File: src/rtl/wb_sram_slave_if.sv
// Wishbone classic byte bus between a master and wb_sram_slave.
// With WB_SRAM_ERR_EN defined the bus also carries the out-of-range error line.
interface wb_sram_slave_if;
    logic        wb_cyc_i;
    logic        wb_stb_i;
    logic [23:0] wb_adr_i;
    logic        wb_we_i;
    logic [7:0]  wb_dat_i;
    logic [7:0]  wb_dat_o;
    logic        wb_ack_o;
`ifdef WB_SRAM_ERR_EN
    logic        wb_err_o;

    modport master (
        output wb_cyc_i, wb_stb_i, wb_adr_i, wb_we_i, wb_dat_i,
        input  wb_dat_o, wb_ack_o, wb_err_o
    );
    modport slave (
        input  wb_cyc_i, wb_stb_i, wb_adr_i, wb_we_i, wb_dat_i,
        output wb_dat_o, wb_ack_o, wb_err_o
    );
`else
    modport master (
        output wb_cyc_i, wb_stb_i, wb_adr_i, wb_we_i, wb_dat_i,
        input  wb_dat_o, wb_ack_o
    );
    modport slave (
        input  wb_cyc_i, wb_stb_i, wb_adr_i, wb_we_i, wb_dat_i,
        output wb_dat_o, wb_ack_o
    );
`endif
endinterface

File: src/rtl/wb_sram_slave.sv
// Wishbone classic byte slave driving an asynchronous video SRAM with a fixed access time.
// Optional WB_SRAM_ERR_EN: out-of-range transfers end with wb_err_o instead of wb_ack_o.
module wb_sram_slave #(
    parameter int SRAM_AW     = 19,
    parameter int WAIT_CYCLES = 2
) (
    input  logic               clk,
    input  logic               rst,
    wb_sram_slave_if.slave     bus,
    output logic [SRAM_AW-1:0] sram_addr,
    output logic [7:0]         sram_dq_o,
    output logic               sram_dq_oe,
    input  logic [7:0]         sram_dq_i,
    output logic               sram_ce_n,
    output logic               sram_oe_n,
    output logic               sram_we_n
);
    typedef enum logic [1:0] {IDLE, ACCESS, DONE} state_t;

    state_t     state;
    logic [3:0] cnt;
    logic       we_q;
    logic       wr_abort;
    logic       in_range;

    // Upper address bits only feed the range check, so no aliasing into the SRAM window.
    assign in_range = (bus.wb_adr_i >> SRAM_AW) == 24'd0;

    always_ff @(posedge clk or posedge rst) begin
        if (rst) begin
            state        <= IDLE;
            cnt          <= 4'd0;
            we_q         <= 1'b0;
            wr_abort     <= 1'b0;
            sram_addr    <= '0;
            sram_dq_o    <= 8'h00;
            sram_dq_oe   <= 1'b0;
            sram_ce_n    <= 1'b1;
            sram_oe_n    <= 1'b1;
            sram_we_n    <= 1'b1;
            bus.wb_ack_o <= 1'b0;
            bus.wb_dat_o <= 8'h00;
`ifdef WB_SRAM_ERR_EN
            bus.wb_err_o <= 1'b0;
`endif
        end else begin
            case (state)
                IDLE: begin
                    bus.wb_ack_o <= 1'b0;
`ifdef WB_SRAM_ERR_EN
                    bus.wb_err_o <= 1'b0;
`endif
                    if (bus.wb_cyc_i && bus.wb_stb_i) begin
                        sram_addr <= bus.wb_adr_i[SRAM_AW-1:0];
                        sram_dq_o <= bus.wb_dat_i;
                        we_q      <= bus.wb_we_i;
                        wr_abort  <= 1'b0;
                        if (in_range) begin
                            state      <= ACCESS;
                            cnt        <= 4'(WAIT_CYCLES - 1);
                            sram_ce_n  <= 1'b0;
                            sram_oe_n  <= bus.wb_we_i;
                            sram_we_n  <= !bus.wb_we_i;
                            sram_dq_oe <= bus.wb_we_i;
                        end else begin
                            state <= DONE;
`ifdef WB_SRAM_ERR_EN
                            bus.wb_err_o <= 1'b1;
`else
                            bus.wb_ack_o <= 1'b1;
                            if (!bus.wb_we_i)
                                bus.wb_dat_o <= 8'hFF;
`endif
                        end
                    end
                end
                ACCESS: begin
                    // A dropped cycle kills a read at once but never truncates a write pulse.
                    if (!we_q && !bus.wb_cyc_i) begin
                        state     <= IDLE;
                        sram_ce_n <= 1'b1;
                        sram_oe_n <= 1'b1;
                    end else if (cnt == 4'd0) begin
                        sram_ce_n <= 1'b1;
                        sram_oe_n <= 1'b1;
                        sram_we_n <= 1'b1;
                        if (we_q && (wr_abort || !bus.wb_cyc_i)) begin
                            state      <= IDLE;
                            sram_dq_oe <= 1'b0;
                        end else begin
                            state        <= DONE;
                            bus.wb_ack_o <= 1'b1;
                            if (!we_q)
                                bus.wb_dat_o <= sram_dq_i;
                        end
                    end else begin
                        cnt <= cnt - 4'd1;
                        if (!bus.wb_cyc_i)
                            wr_abort <= 1'b1;
                    end
                end
                DONE: begin
                    state        <= IDLE;
                    bus.wb_ack_o <= 1'b0;
                    sram_dq_oe   <= 1'b0;
`ifdef WB_SRAM_ERR_EN
                    bus.wb_err_o <= 1'b0;
`endif
                end
                default: state <= IDLE;
            endcase
        end
    end
endmodule

File: src/flat_wrapper.sv
// flat-port wrapper written by rule: the top's interface ports become plain ports
module wb_sram_slave_flat 
#(
    parameter int SRAM_AW     = 19,
    parameter int WAIT_CYCLES = 2
)
  (clk, rst, sram_addr, sram_dq_o, sram_dq_oe, sram_dq_i, sram_ce_n, sram_oe_n, sram_we_n, bus_wb_cyc_i, bus_wb_stb_i, bus_wb_adr_i, bus_wb_we_i, bus_wb_dat_i, bus_wb_dat_o, bus_wb_ack_o);
  wb_sram_slave_if bus_i ();
  input  logic clk;
  input  logic rst;
  output logic [SRAM_AW-1:0] sram_addr;
  output logic [7:0] sram_dq_o;
  output logic sram_dq_oe;
  input  logic [7:0] sram_dq_i;
  output logic sram_ce_n;
  output logic sram_oe_n;
  output logic sram_we_n;
  input wire logic [$bits(bus_i.wb_cyc_i)-1:0] bus_wb_cyc_i;
  input wire logic [$bits(bus_i.wb_stb_i)-1:0] bus_wb_stb_i;
  input wire logic [$bits(bus_i.wb_adr_i)-1:0] bus_wb_adr_i;
  input wire logic [$bits(bus_i.wb_we_i)-1:0] bus_wb_we_i;
  input wire logic [$bits(bus_i.wb_dat_i)-1:0] bus_wb_dat_i;
  output wire logic [$bits(bus_i.wb_dat_o)-1:0] bus_wb_dat_o;
  output wire logic [$bits(bus_i.wb_ack_o)-1:0] bus_wb_ack_o;
  assign bus_i.wb_cyc_i = bus_wb_cyc_i;
  assign bus_i.wb_stb_i = bus_wb_stb_i;
  assign bus_i.wb_adr_i = bus_wb_adr_i;
  assign bus_i.wb_we_i = bus_wb_we_i;
  assign bus_i.wb_dat_i = bus_wb_dat_i;
  assign bus_wb_dat_o = bus_i.wb_dat_o;
  assign bus_wb_ack_o = bus_i.wb_ack_o;
  wb_sram_slave #(.SRAM_AW(SRAM_AW), .WAIT_CYCLES(WAIT_CYCLES)) u_core (.clk(clk), .rst(rst), .bus(bus_i), .sram_addr(sram_addr), .sram_dq_o(sram_dq_o), .sram_dq_oe(sram_dq_oe), .sram_dq_i(sram_dq_i), .sram_ce_n(sram_ce_n), .sram_oe_n(sram_oe_n), .sram_we_n(sram_we_n));
endmodule
File: config.mk
export PLATFORM = sky130hd
export DESIGN_NAME = wb_sram_slave_flat
export DESIGN_NICKNAME = d
export VERILOG_FILES = /design/src/rtl/wb_sram_slave_if.sv /design/src/rtl/wb_sram_slave.sv /design/src/flat_wrapper.sv
export SDC_FILE = /design/constraint.sdc
export NUM_CORES = 1
export LEC_CHECK = 0
export CAP_MARGIN = 0
export CELL_PAD_IN_SITES_DETAIL_PLACEMENT = 0
export CELL_PAD_IN_SITES_GLOBAL_PLACEMENT = 2
export CORE_MARGIN = 2
export CORE_UTILIZATION = 25
export CTS_CLUSTER_SIZE = 30
export DETAILED_ROUTE_END_ITERATION = 10
export GPL_TIMING_DRIVEN = 0
export PLACE_DENSITY = 0.83
export SLEW_MARGIN = 20
export SYNTH_ARGS = -nofsm -noshare
export SYNTH_HDL_FRONTEND = slang
export SYNTH_SLANG_ARGS = --single-unit
File: constraint.sdc
create_clock -name clk -period 2 [get_ports clk]
set_input_delay 0.4 -clock clk [delete_from_list [all_inputs] [get_ports clk]]
set_output_delay 0.4 -clock clk [all_outputs]
set_load 0.05 [all_outputs]
**Yosys cells after proc, flatten, opt, wreduce, memory -nomap -nowiden**

Index checks and enable logic that the tools add are counted.

- Register bits after elaboration: 48
- Latch bits: 0
- Memory bits (writable): 0
- Memory bits (read-only): 0
- Output and inout bits: 40
- Memories kept: 0

- Add/sub/neg operators: 1
- Multipliers: 0
- Div/mod/pow operators: 0
- Order comparisons: 0
- Eq/ne operators: 14
- Shift-type cells: 0
- Mux-type cells: 46
- Bitwise gates (word level): 0
- Reduce and logical (&&, ||, !) cells: 21

Operators by type and width:

| operator | number |
|---|---|
| 2-to-1 mux 8 bit | 7 |
| logical NOT 24 bit | 1 |
| 2-to-1 mux 1 bit | 21 |
| 2-to-1 mux 4 bit | 4 |
| case mux 8 bit (2 select lines) | 1 |
| AND reduction 5 bit | 3 |
| inequality test 2 bit (second input constant) | 7 |
| 2-to-1 mux 2 bit | 5 |
| inequality test 2 x 1 -> 1 bit (second input constant) | 4 |
| case mux 1 bit (2 select lines) | 4 |
| case mux 4 bit (2 select lines) | 1 |
| AND reduction 4 bit | 2 |
| AND reduction 8 bit | 1 |
| case mux 1 bit (3 select lines) | 2 |
| AND reduction 6 bit | 1 |
| logical NOT 4 bit | 1 |
| case mux 2 bit (2 select lines) | 1 |
| AND reduction 2 bit | 2 |
| subtractor 4 x 1 -> 4 bit (second input constant) | 1 |
| logical AND 1 bit | 3 |
| logical NOT 1 bit | 3 |
| inequality test 3 x 1 -> 1 bit (second input constant) | 1 |
| nonzero test 3 bit | 1 |
| == test 2 x 1 -> 1 bit (second input constant) | 1 |
| other kinds (4) | 4 |

**Longest topological paths before layout**

Gate-level depths: netlist of the first run.

- Word-level depth: 7
- Gate-level depth with buffers: 7
- Depth with buffers taken out: 6

**Worst setup path after synthesis of the first run**

Ideal clock, no wire load.

- Path type: flip-flop to flip-flop
- Start point: register u_core.cnt[0]
- End point: register u_core.bus.wb_dat_o[0]
- Arrival time: 1.745 ns
- Data required time: 1.875 ns
- Slack: 0.130 ns
- Stages on the path, launching flop included: 8
- Path buffers: 1
- Clock period less this slack: 1.870 ns
- Cells stage by stage: dfrtp_1 inv_1 ha_1 or3b_1 buf_6 nor3_4 o22ai_4 mux2_4

- Longest elaborated chain between the ends: 3

RTL lines:

| item | line | source |
|---|---|---|
| start: declaration | wb_sram_slave.sv:21 | `logic [3:0] cnt;` |
| start signal: assignment | wb_sram_slave.sv:60 | `cnt <= 4'(WAIT_CYCLES - 1);` |
| start signal: assignment | wb_sram_slave.sv:97 | `cnt <= cnt - 4'd1;` |
| logical NOT 4 bit | wb_sram_slave.sv:83 | `end else if (cnt == 4'd0) begin` |
| inequality test 2 x 1 -> 1 bit (no line) | -- |  |
| AND reduction 8 bit (no line) | -- |  |
| end signal: assignment | wb_sram_slave.sv:94 | `bus.wb_dat_o <= sram_dq_i;` |
| end: declaration | wb_sram_slave_if.sv:29 | `output wb_dat_o, wb_ack_o` |

Every way passes these cells.
A chain may end at the register's enable or synchronous reset.

**Worst setup path after layout of the first run**

- Start point: register u_core.cnt[0]
- End point: register u_core.bus.wb_dat_o[3]

The elaborated chain is that of the path after synthesis.

==> results of run 1 <==
[final cells by class]
| type | instances | area (um2) | area share, % |
|---|---|---|---|
| multi-input cells | 115 | 1010 | 29.7 |
| well taps | 108 | 135 | 3.96 |
| clock inverters | 1 | 5.00 | 0.147 |
| clock buffers | 7 | 76.3 | 2.24 |
| flip-flops and latches | 48 | 1200 | 35.3 |
| inverters | 8 | 30.0 | 0.880 |
| repair buffers | 90 | 905 | 26.5 |
| plain buffers | 6 | 43.8 | 1.28 |
[path summary, 6_finish.rpt]
check	startpoint	endpoint	slack [ps]	cells past startpoint
min in group asynchronous	rst	u_core.sram_addr[6]$_DFFE_PP0P_	470	2
setup / recovery	u_core.cnt[0]$_DFFE_PP0P_	u_core.bus.wb_dat_o[3]$_DFFE_PP0P_	80	7
setup reg to reg	u_core.cnt[0]$_DFFE_PP0P_	u_core.bus.wb_dat_o[3]$_DFFE_PP0P_	80	7
max in group asynchronous	rst	u_core.sram_ce_n$_DFFE_PP1P_	920	3
hold / removal	bus_wb_cyc_i	u_core.state[1]$_DFFE_PP0P_	410	3
hold reg to reg	u_core.sram_addr[5]$_DFFE_PP0P_	u_core.sram_addr[5]$_DFFE_PP0P_	510	1
[routing by layer]
metal	vias to the layer above	global-route usage, %
met5	-	0
met2	61	18.6
li1	832	-
met4	0	2.53
met3	4	3.79
met1	850	14.6
[worst register-to-register path, stage by stage (launching register included)]
cell                      delay (ps)
sky130_fd_sc_hd__dfrtp_1         400
sky130_fd_sc_hd__inv_2            80
sky130_fd_sc_hd__ha_2            180
sky130_fd_sc_hd__or3b_4          430
sky130_fd_sc_hd__nor3_4          160
sky130_fd_sc_hd__o22ai_4         100
sky130_fd_sc_hd__buf_12          170
sky130_fd_sc_hd__mux2_4          290
[through the flow]
step / std cells / utilization (%)
final: 383 / 38.9
after global routing: 383 / 38.9
after CTS: 380 / 38.4
after detailed placement: 370 / 37.2
after global placement: 369 / 37.0
after floorplan: 178 / -
[registers in the layout (all words and copies together) (netlist names), 2 cells and up]
signal               cells
u_core.bus.wb_dat_o      8
u_core.cnt               4
u_core.sram_addr        19
u_core.sram_dq_o         8
u_core.state             2
[power by group through the flow]
stage          registers (mW)  logic (mW)  clock network [mW]
5_1_grt                  1.54        2.76               0.640
2_1_floorplan            2.57       0.661                   0
4_1_cts                  1.50        2.60               0.606
6_report                 1.49        2.63               0.560
3_5_place_dp             1.51        2.60                   0
3_3_place_gp             1.49        2.58                   0
[kinds of logic (layout without fill, tap and decap cells)]
kind of cell	Yosys count	after routing
flip-flops	48	48
adder cells (fa/ha/maj)	5	5
AND/OR/NAND/NOR	43	43
buffers and inverters	15	112
multiplexers	36	36
AO/OA/AOI/OAI	31	31
[timing repair]
| item | 4_1_cts | 5_1_grt |
|---|---|---|
| setup buffers | 2 | 4 |
| setup endpoints to repair | 43 | 38 |
| cloned | 0 | 0 |
| pin swaps | 1 | 2 |
| gates resized for setup | 7 | 11 |
[layout by cell type, fill, tap and decap left out, types with 4 or more instances in the layout]
cell type                          n
sky130_fd_sc_hd__clkdlybuf4s50_1  80
sky130_fd_sc_hd__dfrtp_1          45
sky130_fd_sc_hd__mux2_2           28
sky130_fd_sc_hd__nand2_1           8
sky130_fd_sc_hd__mux2_4            8
sky130_fd_sc_hd__nand3_1           6
sky130_fd_sc_hd__nor2_1            6
sky130_fd_sc_hd__a21oi_1           6
sky130_fd_sc_hd__or2b_1            6
sky130_fd_sc_hd__inv_1             5
sky130_fd_sc_hd__clkbuf_8          5
sky130_fd_sc_hd__buf_4             5
sky130_fd_sc_hd__a31oi_1           4
sky130_fd_sc_hd__ha_1              4
==> results.md, run 1 <==
- Via count of the first global-routing pass: 1840
- Total internal power: 2.58 mW
- Post-synth top cells: 45 x sky130_fd_sc_hd__dfrtp_1, 28 x sky130_fd_sc_hd__mux2_2, 8 x sky130_fd_sc_hd__inv_1, 8 x sky130_fd_sc_hd__mux2_4, 8 x sky130_fd_sc_hd__nand2_1
- Wire length per cell after detailed routing: 14.4 um
- Hold buffers post-CTS: 0
- Share of cells above drive strength 1: 25.8%
- Count of different cell masters after synthesis: 40
- Synth-to-Final Area Change: 49.8%
- Total grt overflow: 0
- Gp weighted congestion: 0.743
- Post-Synth Simple-Gate Area: 11.0%
- Number of setup violations in the final report: 0
- Clock Sinks: 48
- Tightest Pin Transition: 581 ps
- Sum of negative setup slack: 0 ps
- NumNets Final: 324
- Most frequent cell after synthesis: sky130_fd_sc_hd__dfrtp_1
- Leakage power: 1.38 nW
- Router iterations before antenna repair: 4
- Iter 0 DRT Violations: 34
- Starting utilization of the core area: 26.0%
- Clock Skews: 9.06 ps
- Met3 wirelength from detailed routing: 390 um
- Ports: 85
- H-tree lvl count: 2
- Total count of hold-check failures in the final report: 0
- Die Footprint: 9890 um2
- Status: completed
- Critical path data required time: 2180 ps
- Logic gate share of total power: 56.2%
- Wire length of the first global-routing pass: 9.05 mm
- Number of max-capacitance violations reported: 0
- Synthesized-area fraction occupied by adder cells: 2.75%
- DRC errors left: 0
- Xor and xnor area share after synthesis: 0%
- Library cell occupying the most area in the post-synthesis netlist: sky130_fd_sc_hd__dfrtp_1
- Mean number of vias per cell: 4.56
- Post-route ant nets: 0
- Die width: 99.4 um
- Minimum clock period: 1920 ps
- Routed length on met1: 2.45 mm
- Top cells by area, synth: sky130_fd_sc_hd__dfrtp_1 49%, sky130_fd_sc_hd__mux2_2 14%, sky130_fd_sc_hd__mux2_4 5.3%
- Overall via count from detail_route: 1747
- Hold slack final: 407 ps
- Dominant combinational cell family by area after synthesis: multiplexers
- Vertical extent of the die: 99.4 um
- Instance count of the mapped netlist: 178
- Post-Syn Area per Cell: 12.8 um2
- Switching component of the power: 2.11 mW
- Worst-path clk slew: 80 ps
- Total non-filler cell area in the finished layout: 3410 um2
- Sum of met2 wire segment lengths after detailed routing: 2.65 mm
- Switching share of total power: 45.0%
- Hpwl dp: 4.06 mm
- Number of antenna violations at the first check in global routing: 0
- Worst setup path category: reg2reg
- Worst min path class: in2reg
- Sequential element share of the synthesized area: 52.9%
- Total CTS buffers: 5
- Cell area power density: 1370 nW/um2
- Sequence of cells on the critical path: inv_2 > ha_2 > or3b_4 > nor3_4 > o22ai_4 > buf_12 > mux2_4
- Startpoint kind of the worst setup timing path: flop
- Total number of placement rows: 34
- Core region area: 8760 um2
- Relative contribution of sequential cells to total power: 31.8%
- Minimum setup slack after placement: -248 ps
- Highest metal layer with signal wires: met4
- Count of flip-flops with a built-in enable after synthesis: 0
- Compound-cell area share of the yosys netlist: 10.9%
- Root Driver: sky130_fd_sc_hd__clkbuf_8
- Insertion delay to the later sink of the worst-skew pair: 300 ps
- Pin count of the biggest net entering global routing: 26
- Part of the cycle the worst path needs: 96.1%
- Post-synth top area share: 49.5%
- WL final: 5.52 mm
- CP Data Arrival Time: 2100 ps
- Worst slew slack as a fraction of its limit: 61.2%
- Clock network fraction of design power: 12.0%
- Yosys warning total: 0
- Max-slew violations: 0
- Antenna diode count: 0
- Slowest CP cell: sky130_fd_sc_hd__or3b_4
- Category of the worst setup path capture point: flop
- Fraction of synthesis flops using an asynchronous set or reset pin: 100%
- Placed inst area: 3260 um2
- PnR worst setup slack: 78.1 ps
- Total power of the final layout: 4.68 mW
- I/O Buffers: 83
- CTS tree: done
- Number of buffers on the longest clock path: 2
- Commonest register cell after synthesis: sky130_fd_sc_hd__dfrtp_1
- Post-synthesis net count: 228
- Filler instances: 863
- Worst supply voltage drop on vdd: 925 uV
- Dominant delay contributor by cell family on the critical path: simple AND/OR/NAND/NOR gates
- Combined buffer and inverter count along the critical path: 2
- Achievable Freq: 0.520 GHz
- Number of synthesized register bits: 48
- Worst path max stage delay: 430 ps
- Critical Path Fanout Max: 8
- Summed instance area of the synthesized netlist: 2280 um2
- Multiplexer share of the synthesized area: 19.1%
- Global Route Usage Sum: 11.3%
Note: power is estimated with default switching activity, not from simulation.
==> run 2, diff against run 1 <==
CORE_UTILIZATION = 28   (was 25)
PLACE_DENSITY = 0.87   (was 0.83)
clock period = 2.2 ns   (was 2 ns; I/O delays follow)
==> run 2 against run 1 <==
Compared with the run above: global-route usage grew 0.32 points; wire length shrank 8.5%; final cell count shrank 3.1%; critical path type is now reg2out; critical path depth shrank 6; flip-flop and latch count is the same; largest power group unchanged; non-clock buffer count shrank 5; hold slack gained 20 ps; count of clock-buffer cells in the layout shrank 1; die area shrank 10%; design area shrank 2.1%.
==> results.md, run 2 (synthesis results as in run 1) <==
- Status: completed
- Critical Path Fanout Max: 3
- Global Route met2 Usage: 18.3%
- Worst supply voltage drop on vdd: 637 uV
- Minimum setup slack after placement: -70.0 ps
- Wire length per cell after detailed routing: 13.6 um
- Total placed cells including tap cells: 364
- Total CTS buffers: 5
- Total power of the final layout: 4.19 mW
- Achievable Freq: 0.474 GHz
- Logic gate share of total power: 56.0%
- Depth of the worst register-to-register path: 7
- Sequence of cells on the critical path: clkdlybuf4s50_1
- Hold buffers post-CTS: 0
- Pin count of the biggest net entering global routing: 30
- Number of gates on the worst path with buffers counted: 1
- DRC errors left: 0
- Leakage power: 1.34 nW
- Reg-to-reg startpoint: u_core.cnt[0]$_DFFE_PP0P_
- Number of antenna violations at the first check in global routing: 0
- Core region area: 7810 um2
- Critical path data required time: 1760 ps
- Registers with the most flip-flops: u_core.sram_addr x19, u_core.bus.wb_dat_o x8, u_core.sram_dq_o x8
- Hold path start: bus_wb_cyc_i
- Setup bufs post-CTS: 0
- Iter 0 DRT Violations: 89
- Worst min path class: in2reg
- Total grt overflow: 0
- PnR worst setup slack: 91.5 ps
- Worst slew slack as a fraction of its limit: 57.7%
- CP Data Arrival Time: 1670 ps
- Filler instances: 771
- H-tree lvl count: 2
- NumNets Final: 319
- Clock Skews: 11.6 ps
- Global-route layer with the greatest usage: met2
- Clock network fraction of design power: 12.0%
- Number of buffers on the longest clock path: 2
- Worst setup path category: reg2out
- Relative contribution of sequential cells to total power: 32.1%
- Gp weighted congestion: 0.774
- GR met3 Demand/Resource: 4.25%
- Startpoint of the most critical setup path: u_core.sram_oe_n$_DFFE_PP1P_
- Total number of placement rows: 32
- Synth-to-Final Area Change: 46.8%
- Worst path max stage delay: 820 ps
- Post-route ant nets: 0
- Die Footprint: 8870 um2
- Hold slack final: 427 ps
- Category of the worst setup path capture point: output pin
- Placed inst area: 3260 um2
- Worst hold stages: 3
- Startpoint kind of the worst setup timing path: flop
- Largest register FFs: 19
- Non-filler instance count after layout: 371
- Minimum clock period: 2110 ps
- Number of setup violations in the final report: 0
- Setup repair after global routing missed its margin: no
- Combined buffer and inverter count along the critical path: 1
- Router iterations before antenna repair: 4
- Overall via count from detail_route: 1726
- Worst-path clk slew: 90 ps
- I/O Buffers: 83
- Mean number of vias per cell: 4.65
- Vertical extent of the die: 94.2 um
- Cell area power density: 1250 nW/um2
- Number of max-capacitance violations reported: 0
- Tightest Pin Transition: 634 ps
- Clock Sinks: 48
- Die width: 94.2 um
- Via count of the first global-routing pass: 1672
- Total count of hold-check failures in the final report: 0
- Wire length of the first global-routing pass: 8.19 mm
- Global Route Usage Sum: 11.7%
- Post-cts gate resize count: 0
- Total internal power: 2.30 mW
- Hpwl dp: 3.76 mm
- WL final: 5.05 mm
- Met1 Resource Use GR: 15.4%
- Dominant delay contributor by cell family on the critical path: buffers and inverters
- Total non-filler cell area in the finished layout: 3340 um2
- Ports: 85
- Switching share of total power: 45.1%
- Most frequent cells in the layout: 83 x sky130_fd_sc_hd__clkdlybuf4s50_1, 45 x sky130_fd_sc_hd__dfrtp_1, 28 x sky130_fd_sc_hd__mux2_2
- Starting utilization of the core area: 29.2%
- Part of the cycle the worst path needs: 95.8%
- Register ranked first by flip-flop count: u_core.sram_addr
- Switching component of the power: 1.89 mW
- Insertion delay to the later sink of the worst-skew pair: 300 ps
- Most common library cell in the layout ignoring fill and taps: sky130_fd_sc_hd__clkdlybuf4s50_1
- Antenna diode count: 0
- Slowest CP cell: sky130_fd_sc_hd__clkdlybuf4s50_1
- Share of cells above drive strength 1: 22.7%
- Root Driver: sky130_fd_sc_hd__clkbuf_8
- CTS tree: done
- Max-slew violations: 0
[run 2: tightest hold or removal path, cell delays in order]
cell                        delay (ps)
sky130_fd_sc_hd__buf_6             120
sky130_fd_sc_hd__nand3_1            80
sky130_fd_sc_hd__a2bb2oi_1          60
[run 2: final timing paths]
check                      slack, ps                                 end
hold / removal                   430         u_core.state[1]$_DFFE_PP0P_
setup reg to reg                 220  u_core.bus.wb_dat_o[7]$_DFFE_PP0P_
min in group asynchronous        460  u_core.bus.wb_dat_o[3]$_DFFE_PP0P_
max in group asynchronous       1150        u_core.sram_ce_n$_DFFE_PP1P_
setup / recovery                  90                           sram_oe_n
hold reg to reg                  510     u_core.sram_addr[8]$_DFFE_PP0P_
[run 2: per-layer routing]
| metal | part of all wire, % | up-vias |
|---|---|---|
| met1 | 45 | 838 |
| li1 | - | 824 |
| met3 | 7.9 | 2 |
| met2 | 47 | 62 |
| met4 | 0.38 | 0 |
| met5 | 0 | - |
[run 2: layout make-up]
class / count / area [um2] / share of cell area, %
buffer: 7 / 47.5 / 1.42
tap: 102 / 128 / 3.82
clock buffer: 6 / 72.6 / 2.17
timing repair buffer: 84 / 851 / 25.5
multi-input combinational: 115 / 1000 / 30.0
inverter: 8 / 30.0 / 0.899
sequential: 48 / 1200 / 36.1
clock inverter: 1 / 5.00 / 0.150
[run 2: power by group through the flow]
stage	registers (mW)	logic (mW)	clock network, mW
6_report	1.34	2.34	0.502
5_1_grt	1.39	2.47	0.570
4_1_cts	1.35	2.37	0.541
3_5_place_dp	1.37	2.36	0
3_3_place_gp	1.35	2.34	0
2_1_floorplan	2.33	0.601	0
[run 2: per-stage QoR]
step	utilization [%]	TNS, ps
2_1_floorplan	-	0
3_3_place_gp	41.4	-18560
3_5_place_dp	41.7	-556
4_1_cts	42.7	0
5_1_grt	42.8	0
6_report	42.8	0
